`src/rtl/cargador_entradas_pkg.sv`:
```
// Shared constants and state encoding for the entry-memory writer.
// ENTRY_BYTES/DEPTH/PTR_W size the memory.
// ENTRY_W is the packed entry width.
// CNT_W is the width of the per-entry byte counter.
package cargador_entradas_pkg;

    localparam int ENTRY_BYTES = 12;
    localparam int DEPTH       = 4;
    localparam int PTR_W       = 2;
    localparam int ENTRY_W     = 8 * ENTRY_BYTES;
    localparam int CNT_W       = 4;

    typedef enum logic [1:0] {
        CARGA     = 2'd0,   // accepting header bytes
        ESCRITURA = 2'd1,   // committing the assembled entry to memory
        ARRANQUE  = 2'd2,   // one-cycle start pulse to the miner
        MINADO    = 2'd3    // miner running; loading held off until fin
    } estado_t;

endpackage

```
`src/rtl/ensamblador_bytes.sv`:
```
// Byte-to-entry assembler.
// Shifts each accepted byte into the low end of a 96-bit register, so the
// first byte of an entry ends up in the top byte. It counts bytes 0..11 and
// raises done combinationally on the transfer that carries the 12th byte.
// Ports:
//   clk, rst     clock, asynchronous active-high reset
//   shift_en     a byte transfer happens on this edge
//   clear        drop the byte count (start of a new load)
//   byte_in      incoming byte
//   ens          assembled entry
//   done         this transfer completes an entry
module ensamblador_bytes
    import cargador_entradas_pkg::*;
(
    input  logic               clk,
    input  logic               rst,
    input  logic               shift_en,
    input  logic               clear,
    input  logic [7:0]         byte_in,
    output logic [ENTRY_W-1:0] ens,
    output logic               done
);

    logic [ENTRY_W-1:0] ens_q, ens_d;
    logic [CNT_W-1:0]   cnt_q, cnt_d;

    always_comb begin
        ens_d = ens_q;
        cnt_d = cnt_q;
        done  = 1'b0;
        if (clear) begin
            cnt_d = '0;
        end else if (shift_en) begin
            ens_d = {ens_q[ENTRY_W-9:0], byte_in};
            if (cnt_q == CNT_W'(ENTRY_BYTES - 1)) begin
                cnt_d = '0;
                done  = 1'b1;
            end else begin
                cnt_d = cnt_q + CNT_W'(1);
            end
        end
    end

    always_ff @(posedge clk or posedge rst) begin
        if (rst) begin
            ens_q <= '0;
            cnt_q <= '0;
        end else begin
            ens_q <= ens_d;
            cnt_q <= cnt_d;
        end
    end

    assign ens = ens_q;

endmodule

```
`src/rtl/cargador_entradas.sv`:
```
// Writer side of the miner's 96-bit entry memory.
// Header bytes arrive on a valid/ready stream and are packed into 96-bit
// entries. Up to DEPTH entries are stored. The block then pulses start and
// waits for fin before loading again.
// Handshake: a byte transfers on a rising edge where byte_valid && byte_ready.
// byte_ready depends only on state and reset, never on byte_valid.
// Ports:
//   clk, reset                   clock, asynchronous active-high reset
//   byte_in/valid/last/ready     byte stream; byte_last is honoured on byte 12 only
//   rd_ptr, entrada              registered read port, entrada = mem[rd_ptr]
//   num_entradas                 loaded entries minus one
//   start                        one-cycle launch pulse
//   fin                          miner done; re-enables loading
module cargador_entradas
    import cargador_entradas_pkg::*;
(
    input  logic               clk,
    input  logic               reset,
    input  logic [7:0]         byte_in,
    input  logic               byte_valid,
    input  logic               byte_last,
    output logic               byte_ready,
    input  logic [PTR_W-1:0]   rd_ptr,
    output logic [ENTRY_W-1:0] entrada,
    output logic [PTR_W-1:0]   num_entradas,
    output logic               start,
    input  logic               fin
);

    estado_t            estado_q, estado_d;
    logic [PTR_W-1:0]   wr_ptr_q, wr_ptr_d;
    logic [PTR_W-1:0]   num_q, num_d;
    logic               ult_q, ult_d;
    logic [ENTRY_W-1:0] mem_q [DEPTH];
    logic [ENTRY_W-1:0] mem_d [DEPTH];
    logic [ENTRY_W-1:0] entrada_q, entrada_d;

    logic               ready;
    logic               shift_en;
    logic               clear_ens;
    logic               done;
    logic [ENTRY_W-1:0] ens;

    // Ready is gated by reset so the stream sees "not ready" while in reset.
    assign ready    = (estado_q == CARGA) && !reset;
    assign shift_en = byte_valid && ready;

    ensamblador_bytes u_ensamblador (
        .clk      (clk),
        .rst      (reset),
        .shift_en (shift_en),
        .clear    (clear_ens),
        .byte_in  (byte_in),
        .ens      (ens),
        .done     (done)
    );

    always_comb begin
        estado_d  = estado_q;
        wr_ptr_d  = wr_ptr_q;
        num_d     = num_q;
        ult_d     = ult_q;
        clear_ens = 1'b0;
        for (int i = 0; i < DEPTH; i++) mem_d[i] = mem_q[i];
        entrada_d = mem_q[rd_ptr];

        case (estado_q)
            CARGA: begin
                if (done) begin
                    ult_d    = byte_last;
                    estado_d = ESCRITURA;
                end
            end
            ESCRITURA: begin
                mem_d[wr_ptr_q] = ens;
                // The last slot forces launch; wr_ptr never wraps.
                if (ult_q || wr_ptr_q == PTR_W'(DEPTH - 1)) begin
                    num_d    = wr_ptr_q;
                    estado_d = ARRANQUE;
                end else begin
                    wr_ptr_d = wr_ptr_q + PTR_W'(1);
                    estado_d = CARGA;
                end
            end
            ARRANQUE: begin
                estado_d = MINADO;
            end
            MINADO: begin
                if (fin) begin
                    wr_ptr_d  = '0;
                    clear_ens = 1'b1;
                    estado_d  = CARGA;
                end
            end
            default: begin
                estado_d = CARGA;
            end
        endcase
    end

    always_ff @(posedge clk or posedge reset) begin
        if (reset) begin
            estado_q  <= CARGA;
            wr_ptr_q  <= '0;
            num_q     <= '0;
            ult_q     <= 1'b0;
            entrada_q <= '0;
            for (int i = 0; i < DEPTH; i++) mem_q[i] <= '0;
        end else begin
            estado_q  <= estado_d;
            wr_ptr_q  <= wr_ptr_d;
            num_q     <= num_d;
            ult_q     <= ult_d;
            entrada_q <= entrada_d;
            for (int i = 0; i < DEPTH; i++) mem_q[i] <= mem_d[i];
        end
    end

    assign byte_ready   = ready;
    assign start        = (estado_q == ARRANQUE);
    assign num_entradas = num_q;
    assign entrada      = entrada_q;

endmodule

```
`config.mk`:
```
export PLATFORM = sky130hd
export DESIGN_NAME = cargador_entradas
export DESIGN_NICKNAME = d
export VERILOG_FILES = /design/src/rtl/cargador_entradas_pkg.sv /design/src/rtl/ensamblador_bytes.sv /design/src/rtl/cargador_entradas.sv
export SDC_FILE = /design/constraint.sdc
export NUM_CORES = 1
export LEC_CHECK = 0
export BUFFER_PORTS_ARGS = -buffer_cell sky130_fd_sc_hd__buf_2
export CORE_AREA = 2 2 233 235
export DETAILED_ROUTE_END_ITERATION = 12
export DIE_AREA = 0 0 235 237
export GPL_TIMING_DRIVEN = 0
export HOLD_SLACK_MARGIN = 0.15
export SLEW_MARGIN = 0
export SYNTH_ARGS = -nofsm -noshare
export SYNTH_HDL_FRONTEND = slang
export SYNTH_SLANG_ARGS = --single-unit
```
`constraint.sdc`:
```
create_clock -name clk -period 23.2 [get_ports clk]
set_input_delay 2.32 -clock clk [delete_from_list [all_inputs] [get_ports clk]]
set_output_delay 2.32 -clock clk [all_outputs]
set_load 0.05 [all_outputs]
```
==> results of run 1 <==
[synthesized netlist by cell type]
master / n
sky130_fd_sc_hd__o211ai_2: 1
sky130_fd_sc_hd__mux2_2: 227
sky130_fd_sc_hd__mux4_2: 96
sky130_fd_sc_hd__or4b_4: 1
sky130_fd_sc_hd__nor2_1: 1
sky130_fd_sc_hd__nor4b_1: 1
sky130_fd_sc_hd__nand3b_1: 1
sky130_fd_sc_hd__o21ai_0: 5
sky130_fd_sc_hd__clkbuf_1: 8
sky130_fd_sc_hd__and3b_1: 1
sky130_fd_sc_hd__dfrtp_1: 587
sky130_fd_sc_hd__a21boi_0: 1
sky130_fd_sc_hd__a21o_1: 1
sky130_fd_sc_hd__buf_1: 2
sky130_fd_sc_hd__buf_4: 5
sky130_fd_sc_hd__o41ai_2: 1
sky130_fd_sc_hd__mux2_4: 160
sky130_fd_sc_hd__nor3_2: 1
sky130_fd_sc_hd__nor2b_1: 1
sky130_fd_sc_hd__and3_1: 1
sky130_fd_sc_hd__nand2_2: 4
sky130_fd_sc_hd__nand2_1: 291
sky130_fd_sc_hd__a32o_1: 1
sky130_fd_sc_hd__buf_6: 22
sky130_fd_sc_hd__ha_1: 5
sky130_fd_sc_hd__o211ai_1: 1
sky130_fd_sc_hd__nand2b_1: 2
sky130_fd_sc_hd__a31oi_1: 1
sky130_fd_sc_hd__nor3_1: 1
sky130_fd_sc_hd__buf_2: 49
sky130_fd_sc_hd__a2bb2oi_1: 1
sky130_fd_sc_hd__nand3_1: 4
sky130_fd_sc_hd__inv_1: 5
[logic make-up after synthesis]
kind of cell | synth area share (%)
compound gates | 0.426
fa+ha+maj | 0.263
buf+inv | 2.47
flops | 61.8
mux | 29.9
simple gates | 5.13
[per-layer routing]
layer / wire, um / share of wire, %
met1: 23200 / 47
met2: 23000 / 47
met3: 1650 / 3.4
met4: 1000 / 2.1
met5: 0 / 0
[worst paths after layout]
path / cells past startpoint / slack, ps / to / from
worst max-delay path: 3 / 17700 / byte_ready / reset
worst min-delay path: 1 / 500 / mem_q[248]$_DFFE_PP0P_ / mem_q[248]$_DFFE_PP0P_
worst max register to register: 6 / 21230 / u_ensamblador.ens[7]$_DFFE_PP0P_ / flip-flop
worst min register to register: 1 / 500 / mem_q[248]$_DFFE_PP0P_ / mem_q[248]$_DFFE_PP0P_
max in group asynchronous: 4 / 19950 / entrada[34]$_DFF_PP0_ / reset
min in group asynchronous: 2 / 1780 / entrada[62]$_DFF_PP0_ / reset
[power by group]
group | switching [mW] | internal (mW) | leakage, nW | total, mW
clock | 0.402 | 0.584 | 1.00 | 0.986
combinational | 0.359 | 0.334 | 5.37 | 0.693
sequential | 0.176 | 1.24 | 8.05 | 1.42
total | 0.936 | 2.16 | 14.4 | 3.10
[layout make-up]
class | instances | area [um^2]
fill | 4369 | 25900
clock buffer | 92 | 1830
clock inverter | 15 | 189
tap | 696 | 871
timing repair buffer | 117 | 698
multi-input combinational | 811 | 8500
buffer | 86 | 568
inverter | 5 | 26.3
sequential | 587 | 14700
[metrics by stage]
| step | cell area (um^2) | power [mW] |
|---|---|---|
| 3_3_place_gp | 25200 | 2.12 |
| 4_1_cts | 27400 | 3.14 |
| 3_5_place_dp | 25400 | 2.14 |
| 2_1_floorplan | 23800 | 1.94 |
| 5_1_grt | 27400 | 3.25 |
| 6_report | 27400 | 3.10 |
[flip-flops by register name (all words and copies together), names as in the netlist, named ones only]
signal               count
wr_ptr_q                 2
mem_q                  384
entrada                 96
u_ensamblador.ens       96
num_entradas             2
ult_q                    1
estado_q                 1
u_ensamblador.cnt_q      4
==> reports/qor.log, run 1 <==
qor: run_status.outcome finished clean
qor: setup_path.path_delay_family buffers and inverters
qor: global_routing.grt_max_degree 137
qor: power.power.density 113 nW/um^2
qor: power.power.static_leakage 14.4 nW
qor: global_routing.number_of_antenna_violations_at_the_first_check_in_global_routing 0
qor: cts.cts_hold_repair.buffers 0
qor: cells_and_area.mostFrequentLayoutCell sky130_fd_sc_hd__dfrtp_1
qor: power.peak_supply_drop 0.0631 mV
qor: cts.htreeDepth 2
qor: placement.gp_congestion 0.740
qor: setup_path.crit_path_top_delay_cell sky130_fd_sc_hd__buf_2
qor: timing.worst_hold_slack 497 ps
qor: placement.port_buffers 112
qor: timing.final.min_clock_period 5500 ps
qor: cells_and_area.post-route-util 51.4%
qor: cts.tritoncts done
qor: global_routing.grt_util_all_layers 18.2%
qor: global_routing.global_route.usage.met3 2.69%
qor: setup_path.critical_path_arrival 3180 ps
qor: drt.totalWireLength 48.8 mm
qor: placement.place_ws 17,690 ps
qor: timing.transition_time_at_the_pin_with_the_least_slew_margin 715 ps
qor: timing.relSlewSlack 52.3%
qor: setup_path.crit_buf_inv 2
qor: synth.synth_seq_cells 587
qor: setup_path.worstPathCellList buf_2 > nor3_1 > buf_2
qor: cells_and_area.layout.cells.non_filler 2,409
qor: timing.rsz0062_at_grt no
qor: drt.first_drt_pass_iteration_count 6
qor: placement.place_hpwl 30.9 mm
qor: drt.routed_wl_per_cell 20.3 um
qor: setup_path.cp_data_required_time 20,880 ps
qor: cells_and_area.diodes 0
qor: run.max_cap_violation_count 0
qor: cells_and_area.drive_gt1_share 45.5%
qor: drt.number_of_remaining_drc_errors 0
qor: cells_and_area.area_growth_from_synthesis_to_layout 15.1%
qor: global_routing.grt.busiest_layer met2
qor: cts.numClockSinks 587
qor: synth.synth.top_cell.area_share 61.8%
qor: drt.vias 12,517
qor: placement.post-place-cells 2,302
qor: synth.netlist_top_cells_area sky130_fd_sc_hd__dfrtp_1, sky130_fd_sc_hd__mux2_2, sky130_fd_sc_hd__mux2_4
qor: die.fp.coreArea 53,300 um^2
qor: synth.synthesis.yosys.warnings 0
qor: timing.hold_viol 0
qor: die.die_height 237 um
qor: global_routing.grt_pass1_vias 13,681
qor: drt.viasPerCell 5.20
qor: die.floorplan.initialDensity 44.6%
qor: cells_and_area.nNetsFinal 1,689
qor: global_routing.grt_overflow_total 0
qor: synth.seq_area_frac_synth 61.8%
qor: setup_path.crit_path_start_kind input pin
qor: die.num_io_pins 115
qor: setup_path.timing.critical_path.mode_cell sky130_fd_sc_hd__buf_2
qor: timing.fmax 0.182 GHz
qor: global_routing.wire_length_of_the_first_global_routing_pass 79.9 mm
qor: cts.cts.repair_timing.setup_buffer_count 0
qor: synth.synth_fp_nets 1,509
qor: setup_path.critical_path_class input pin to primary output
qor: synth.syn_avg_cell_area 16.0 um^2
qor: cts.clock_latency 620 ps
qor: synth.synth.cell_area 23,800 um^2
qor: timing.clock_tree_skew_after_final_layout 20.5 ps
qor: timing.finalMaxSlewViolations 0
qor: global_routing.met1_usage 26.5%
qor: timing.timing.final.crit_share 23.7%
qor: synth.synth_area_leader_cell sky130_fd_sc_hd__dfrtp_1
qor: worst_hold_path.min_path_type flip-flop to flip-flop
qor: cts.tritoncts.num_buffers 61
qor: cts.cts_buffer_depth 3
qor: die.die_span_in_x 235 um
qor: drt.drt_iter0_markers 670
qor: setup_path.critical_path.max_fanout 4
qor: cts.clock_input_transition_at_the_sequential_cells_of_the_worst_setup_and_hold_paths 60 ps
qor: timing.report.final.setup_viol 0
qor: synth.synth_cell_type_count 33
qor: setup_path.crit_path_end_kind primary output
qor: setup_path.cpPeakStageDelay 350 ps
qor: die.dieArea 55,700 um^2
qor: drt.drt.antenna.violating_nets 0
qor: die.rows 85
qor: timing.totalNegativeSetupSlack 0 ps
qor: timing.final_critical_path_setup_slack 17,700 ps
qor: global_routing.grt_use_met2 28.7%
qor: synth.netlist_instances 1,489
qor: cts.clock_tree.root_cell sky130_fd_sc_hd__clkbuf_16
qor: cells_and_area.layout_common_cells sky130_fd_sc_hd__dfrtp_1, sky130_fd_sc_hd__nand2_1, sky130_fd_sc_hd__mux2_2
qor: cts.post_cts_resize_count 0
Power figures use the tool's default switching activity.
==> inputs of run 2 (changes only) <==
Settings changed: ABC_AREA from default to 1, CORE_AREA 2 2 233 235 to 2 2 235 237, DIE_AREA 0 0 235 237 to 0 0 237 239.
Clock period 23.2 ns to 5.2 ns, I/O delays scaled along.
==> run 2 against run 1 <==
Against the previous run:
- clock-buffer cell count is 5 lower
- critical path depth increased by 5
- sequential cell count did not move
- global-route usage grew 5.5 points
==> reports/qor.log, run 2 <==
qor: run_status.outcome finished clean
qor: drt.totalWireLength 65.5 mm
qor: setup_path.crit_path_top_delay_cell sky130_fd_sc_hd__clkinvlp_4
qor: cells_and_area.diodes 0
qor: power.p_total 15.7 mW
qor: cells_and_area.nNetsFinal 2,579
qor: cts.numClockSinks 587
qor: die.fp.coreArea 54,300 um^2
qor: global_routing.number_of_antenna_violations_at_the_first_check_in_global_routing 0
qor: global_routing.grt_util_all_layers 23.7%
qor: cells_and_area.layout.cells.non_filler 3,309
qor: setup_path.cpPeakStageDelay 540 ps
qor: die.die_height 239 um
qor: cells_and_area.area_growth_from_synthesis_to_layout 16.5%
qor: die.rows 86
qor: synth.synth.top_cell.area_share 60.8%
qor: synth.synth_area_leader_cell sky130_fd_sc_hd__dfrtp_1
qor: timing.finalMaxSlewViolations 0
qor: synth.synthArstFlopShare 100%
qor: cts.cts_hold_repair.buffers 10
qor: cells_and_area.largest_register_ffs 384
qor: setup_path.worstPathCellList dlygate4sd3_1 > buf_2 > clkinvlp_4 > buf_12 > nand3_2 > buf_4 > buf_2 > o21ai_1
qor: timing.final.min_clock_period 2600 ps
qor: drt.number_of_remaining_drc_errors 0
qor: setup_path.crit_path_end_kind flip-flop
qor: drt.drt_iter0_markers 1,518
qor: drt.vias 17,800
qor: cts.clock_tree.root_cell sky130_fd_sc_hd__clkbuf_16
qor: drt.first_drt_pass_iteration_count 5
qor: cells_and_area.mostFrequentLayoutCell sky130_fd_sc_hd__dfrtp_1
qor: synth.synth.cell_area 24,200 um^2
qor: worst_hold_path.min_path_type input pin to flip-flop
qor: die.num_io_pins 115
qor: timing.clock_tree_skew_after_final_layout 28.4 ps
qor: synth.syn_avg_cell_area 10.2 um^2
qor: power.power.static_leakage 13.0 nW
qor: timing.fmax 0.385 GHz
qor: timing.report.final.setup_viol 0
qor: cts.cts.repair_timing.setup_buffer_count 0
qor: placement.post-place-cells 3,190
qor: cells_and_area.drive_gt1_share 23.0%
qor: synth.synth_most_common_cell sky130_fd_sc_hd__dfrtp_1
qor: die.dieArea 56,600 um^2
qor: timing.relSlewSlack 55.4%
qor: setup_path.critical_path_arrival 3090 ps
qor: cts.clock_latency 630 ps
qor: global_routing.grt_max_degree 45
qor: cts.tritoncts.num_buffers 61
qor: cts.tritoncts done
qor: timing.final_critical_path_setup_slack 2600 ps
qor: drt.viasPerCell 5.38
qor: synth.synth-edff-count 0
qor: synth.netlist_instances 2,358
qor: synth.netlist_top_cells_area sky130_fd_sc_hd__dfrtp_1, sky130_fd_sc_hd__o21ai_2, sky130_fd_sc_hd__nand2_1
qor: cts.cts_buffer_depth 3
qor: die.die_span_in_x 237 um
qor: die.floorplan.initialDensity 44.5%
qor: setup_path.critical_path_class input pin to flip-flop
qor: timing.hold_viol 0
qor: power.power.density 558 nW/um^2
qor: synth.synth_seq_cells 587
qor: setup_path.timing.critical_path.mode_cell sky130_fd_sc_hd__buf_2
qor: synth.synthesis.yosys.warnings 0
qor: power.peak_supply_drop 0.304 mV
qor: global_routing.grt_pass1_vias 17,888
qor: cts.clock_input_transition_at_the_sequential_cells_of_the_worst_setup_and_hold_paths 60 ps
qor: setup_path.cp_data_required_time 5690 ps
qor: global_routing.wire_length_of_the_first_global_routing_pass 104 mm
qor: cells_and_area.largest_register mem_q
qor: synth.synth_fp_nets 2,378
qor: timing.rsz0062_at_grt no
qor: synth.synth_flop_cell sky130_fd_sc_hd__dfrtp_1
qor: synth.seq_area_frac_synth 60.8%
qor: placement.place_ws 2460 ps
qor: cts.post_cts_resize_count 0
qor: global_routing.grt_overflow_total 0
qor: setup_path.critical_path.max_fanout 34
qor: synth.synth_cell_type_count 24
qor: placement.placed_cell_area 25,900 um^2
qor: cells_and_area.layout_common_cells sky130_fd_sc_hd__dfrtp_1, sky130_fd_sc_hd__nand2_1, sky130_fd_sc_hd__o21ai_0
qor: timing.transition_time_at_the_pin_with_the_least_slew_margin 667 ps
qor: drt.drt.antenna.violating_nets 0
qor: drt.routed_wl_per_cell 19.8 um
qor: placement.gp_congestion 0.810
qor: placement.port_buffers 113
qor: cells_and_area.fin_area 28,200 um^2
qor: setup_path.crit_path_start_kind input pin
qor: synth.synth.top_cells.by_count sky130_fd_sc_hd__dfrtp_1, sky130_fd_sc_hd__nand2_1, sky130_fd_sc_hd__o21ai_0
qor: cts.htreeDepth 2
qor: run.max_cap_violation_count 0
qor: placement.place_hpwl 43.0 mm
qor: timing.timing.final.crit_share 49.9%
==> run 2: changes by cell type after synthesis, moves of 99 or more <==
| cell | before | now |
|---|---|---|
| sky130_fd_sc_hd__nand2_1 | 291 | 501 |
| sky130_fd_sc_hd__mux2_4 | 160 | 0 |
| sky130_fd_sc_hd__inv_1 | 5 | 104 |
| sky130_fd_sc_hd__o21ai_2 | 0 | 252 |
| sky130_fd_sc_hd__nor2_1 | 1 | 199 |
| sky130_fd_sc_hd__o21ai_0 | 5 | 274 |
| sky130_fd_sc_hd__mux2_2 | 227 | 0 |
| sky130_fd_sc_hd__o21ai_1 | 0 | 153 |
==> run 2: final cells by class <==
class,count,area [um^2]
fillers,4891,26200
flip-flops and latches,587,14700
multi-input cells,1497,7770
clock buffers,87,1770
plain buffers,167,1300
repair buffers,138,966
well taps,704,881
inverters,107,405
clock inverters,22,375
==> run 2: per-layer routing <==
| layer | part of all wire, % | GRT usage (%) | wire [um] | vias to the layer above |
|---|---|---|---|---|
| met5 | 0 | 0 | 0 | - |
| met1 | 46 | 34.1 | 30300 | 8975 |
| li1 | - | - | - | 8288 |
| met4 | 1.7 | 5.35 | 1120 | 0 |
| met2 | 47 | 38.0 | 30800 | 454 |
| met3 | 5.0 | 3.71 | 3260 | 83 |
==> run 2: through the flow <==
step / hold WS, ps / util, % / TNS (ps)
detailed placement: 462 / 47.7 / 0
global placement: 459 / 47.1 / -4867290
floorplan: 448 / - / -2517920
global route: 282 / 51.8 / 0
finish: 257 / 51.8 / 0
CTS: 232 / 51.8 / 0
==> run 2: cells by family after synthesis <==
family,Yosys count,share of synthesized area [%]
buf+inv,274,7.05
simple gates,716,11.4
fa+ha+maj,5,0.259
flops,587,60.8
compound gates,776,20.5
==> run 2: critical path, delay by kind of cell <==
family	cells	cell delay [ps]
compound gates	1	100
simple gates	1	280
buf+inv	6	2160
==> run 2: power breakdown <==
group	internal (mW)	switching [mW]	total (mW)	leakage [nW]
combinational	1.35	3.04	4.40	4.10
sequential	5.96	0.710	6.67	7.90
clock	2.84	1.80	4.64	1.04
==> run 2: path summary, 6_finish.rpt <==
path                                         from                            endpoint  slack, ps  cells past startpoint
max                                         reset    u_ensamblador.ens[9]$_DFFE_PP0P_       2600                      8
min                                           fin  u_ensamblador.cnt_q[2]$_DFFE_PP0P_        260                      4
max reg2reg                             flip-flop   u_ensamblador.ens[86]$_DFFE_PP0P_       3500                      6
min reg2reg                mem_q[242]$_DFFE_PP0P_              mem_q[242]$_DFFE_PP0P_        470                      2
max in group asynchronous                   reset               entrada[51]$_DFF_PP0_       3420                      6
min in group asynchronous                   reset                entrada[5]$_DFF_PP0_        570                      3
==> inputs of run 3 (changes only) <==
Clock period 5.2 ns to 2.6 ns, I/O delays scaled along.
==> run 3 against run 2 <==
Against the previous run:
- clock-buffer cell count did not move
- utilization barely moved
- worst setup slack got worse by 2300 ps
- clock power rose by 100%
- sequential share of layout area barely moved
- first-iteration DRC count rose by 0.86%
==> reports/qor.log, run 3 (same netlist as run 2, synthesis figures left out) <==
qor: run_status.outcome finished clean
qor: drt.drt_iter0_markers 1,531
qor: die.die_span_in_x 237 um
qor: global_routing.grt_overflow_total 0
qor: timing.finalMaxSlewViolations 0
qor: timing.fmax 0.429 GHz
qor: power.peak_supply_drop 0.610 mV
qor: run.max_cap_violation_count 0
qor: placement.gp_congestion 0.810
qor: global_routing.grt_util_all_layers 23.7%
qor: power.power.density 1120 nW/um^2
qor: worst_hold_path.min_path_type input pin to flip-flop
qor: cts.htreeDepth 2
qor: timing.rsz0062_at_grt no
qor: cells_and_area.mostFrequentLayoutCell sky130_fd_sc_hd__dfrtp_1
qor: setup_path.worstPathCellList dlygate4sd3_1 > buf_2 > clkinvlp_4 > buf_12 > nand3_2 > buf_4 > buf_2 > o21ai_1
qor: global_routing.wire_length_of_the_first_global_routing_pass 104 mm
qor: cells_and_area.layout.filler_cells 4,890
qor: timing.transition_time_at_the_pin_with_the_least_slew_margin 664 ps
qor: cells_and_area.largest_register mem_q
qor: cells_and_area.nNetsFinal 2,580
qor: setup_path.crit_path_start_kind input pin
qor: cells_and_area.drive_gt1_share 23.0%
qor: die.floorplan.initialDensity 44.5%
qor: die.rows 86
qor: cells_and_area.largest_register_ffs 384
qor: setup_path.critical_path_arrival 2820 ps
qor: cts.tritoncts.num_buffers 61
qor: setup_path.cp_data_required_time 3090 ps
qor: drt.first_drt_pass_iteration_count 5
qor: cts.tritoncts done
qor: die.num_io_pins 115
qor: placement.port_buffers 113
qor: drt.viasPerCell 5.37
qor: cells_and_area.post-route-util 51.8%
qor: cells_and_area.layout_common_cells sky130_fd_sc_hd__dfrtp_1, sky130_fd_sc_hd__nand2_1, sky130_fd_sc_hd__o21ai_0
qor: cts.clock_latency 630 ps
qor: timing.totalNegativeSetupSlack 0 ps
qor: drt.drt.antenna.violating_nets 0
qor: drt.routed_wl_per_cell 19.8 um
qor: setup_path.critical_path.max_fanout 34
qor: cts.numClockSinks 587
qor: timing.hold_viol 0
qor: setup_path.timing.critical_path.mode_cell sky130_fd_sc_hd__buf_2
qor: timing.final.min_clock_period 2330 ps
qor: die.dieArea 56,600 um^2
qor: setup_path.critical_path_class input pin to flip-flop
qor: setup_path.crit_path_end_kind flip-flop
qor: timing.relSlewSlack 55.6%
qor: timing.timing.final.crit_share 89.6%
qor: cts.cts_buffer_depth 3
qor: global_routing.grt_pass1_vias 17,888
qor: timing.report.final.setup_viol 0
qor: placement.place_hpwl 43.0 mm
qor: die.die_height 239 um
qor: setup_path.cpPeakStageDelay 540 ps
qor: power.p_total 31.4 mW
qor: power.power.static_leakage 13.0 nW
qor: drt.vias 17,770
qor: timing.clock_tree_skew_after_final_layout 26.6 ps
qor: drt.number_of_remaining_drc_errors 0
qor: cells_and_area.area_growth_from_synthesis_to_layout 16.6%
qor: drt.totalWireLength 65.4 mm
qor: global_routing.grt_max_degree 45
qor: die.fp.coreArea 54,300 um^2
qor: cts.clock_tree.root_cell sky130_fd_sc_hd__clkbuf_16
qor: setup_path.crit_path_top_delay_cell sky130_fd_sc_hd__clkinvlp_4
qor: cts.post_cts_resize_count 0
qor: global_routing.number_of_antenna_violations_at_the_first_check_in_global_routing 0
qor: cts.clock_input_transition_at_the_sequential_cells_of_the_worst_setup_and_hold_paths 60 ps
qor: cells_and_area.diodes 0
run 3: cell types whose count changed in the layout (fill, tap and decap cells not counted):
cell                            previous run  this run
sky130_fd_sc_hd__dlygate4sd3_1            10        11
run 3: stage by stage:
step                instances  instance area [um^2]  hold slack [ps]  worst slack (ps)
CTS                      3310                 28200              202               238
global route             3310                 28200              239              67.3
finish                   3310                 28200              259               270
global placement         3175                 25600              459            -13260
floorplan                2358                 24200              377             -7860
detailed placement       3190                 25900              400               116
run 3: final cells by class:
class	count	area, um^2	share of cell area (%)
buffer	167	1300	4.62
clock buffer	87	1770	6.27
clock inverter	22	375	1.33
inverter	107	405	1.44
multi-input combinational	1497	7770	27.6
sequential	587	14700	52.1
tap	704	881	3.13
timing repair buffer	139	976	3.46
run 3: worst max-delay path: cells and delay by family:
| family | cells | cell delay, ps |
|---|---|---|
| compound gates | 1 | 100 |
| simple gates | 1 | 270 |
| buf+inv | 6 | 2170 |
run 3: worst paths after layout:
kind | startpoint | end | slack, ps | cells past startpoint
hold reg to reg | mem_q[242]$_DFFE_PP0P_ | mem_q[242]$_DFFE_PP0P_ | 470 | 2
setup / recovery | reset | u_ensamblador.ens[9]$_DFFE_PP0P_ | 270 | 8
hold / removal | rd_ptr[0] | entrada[16]$_DFF_PP0_ | 260 | 3
min in group asynchronous | reset | u_ensamblador.cnt_q[0]$_DFFE_PP0P_ | 310 | 3
max in group asynchronous | reset | entrada[46]$_DFF_PP0_ | 1070 | 6
setup reg to reg | flip-flop | u_ensamblador.ens[86]$_DFFE_PP0P_ | 910 | 6
run 3: per-layer routing:
metal / vias up / GRT usage, % / share of wire [%]
met5: - / 0 / 0
met4: 0 / 5.35 / 1.7
met2: 460 / 38.0 / 47
met1: 8940 / 34.1 / 46
met3: 80 / 3.71 / 5.4
li1: 8290 / - / -
run 3: repair_timing:
action	4_1_cts	5_1_grt
hold buffers	11	0
hold endpoints to repair	42	0
buffers inserted	0	0
run 3: report_power, final:
part / internal, mW / switching, mW
Sequential: 11.9 / 1.42
Combinational: 2.71 / 6.09
Clock: 5.68 / 3.59
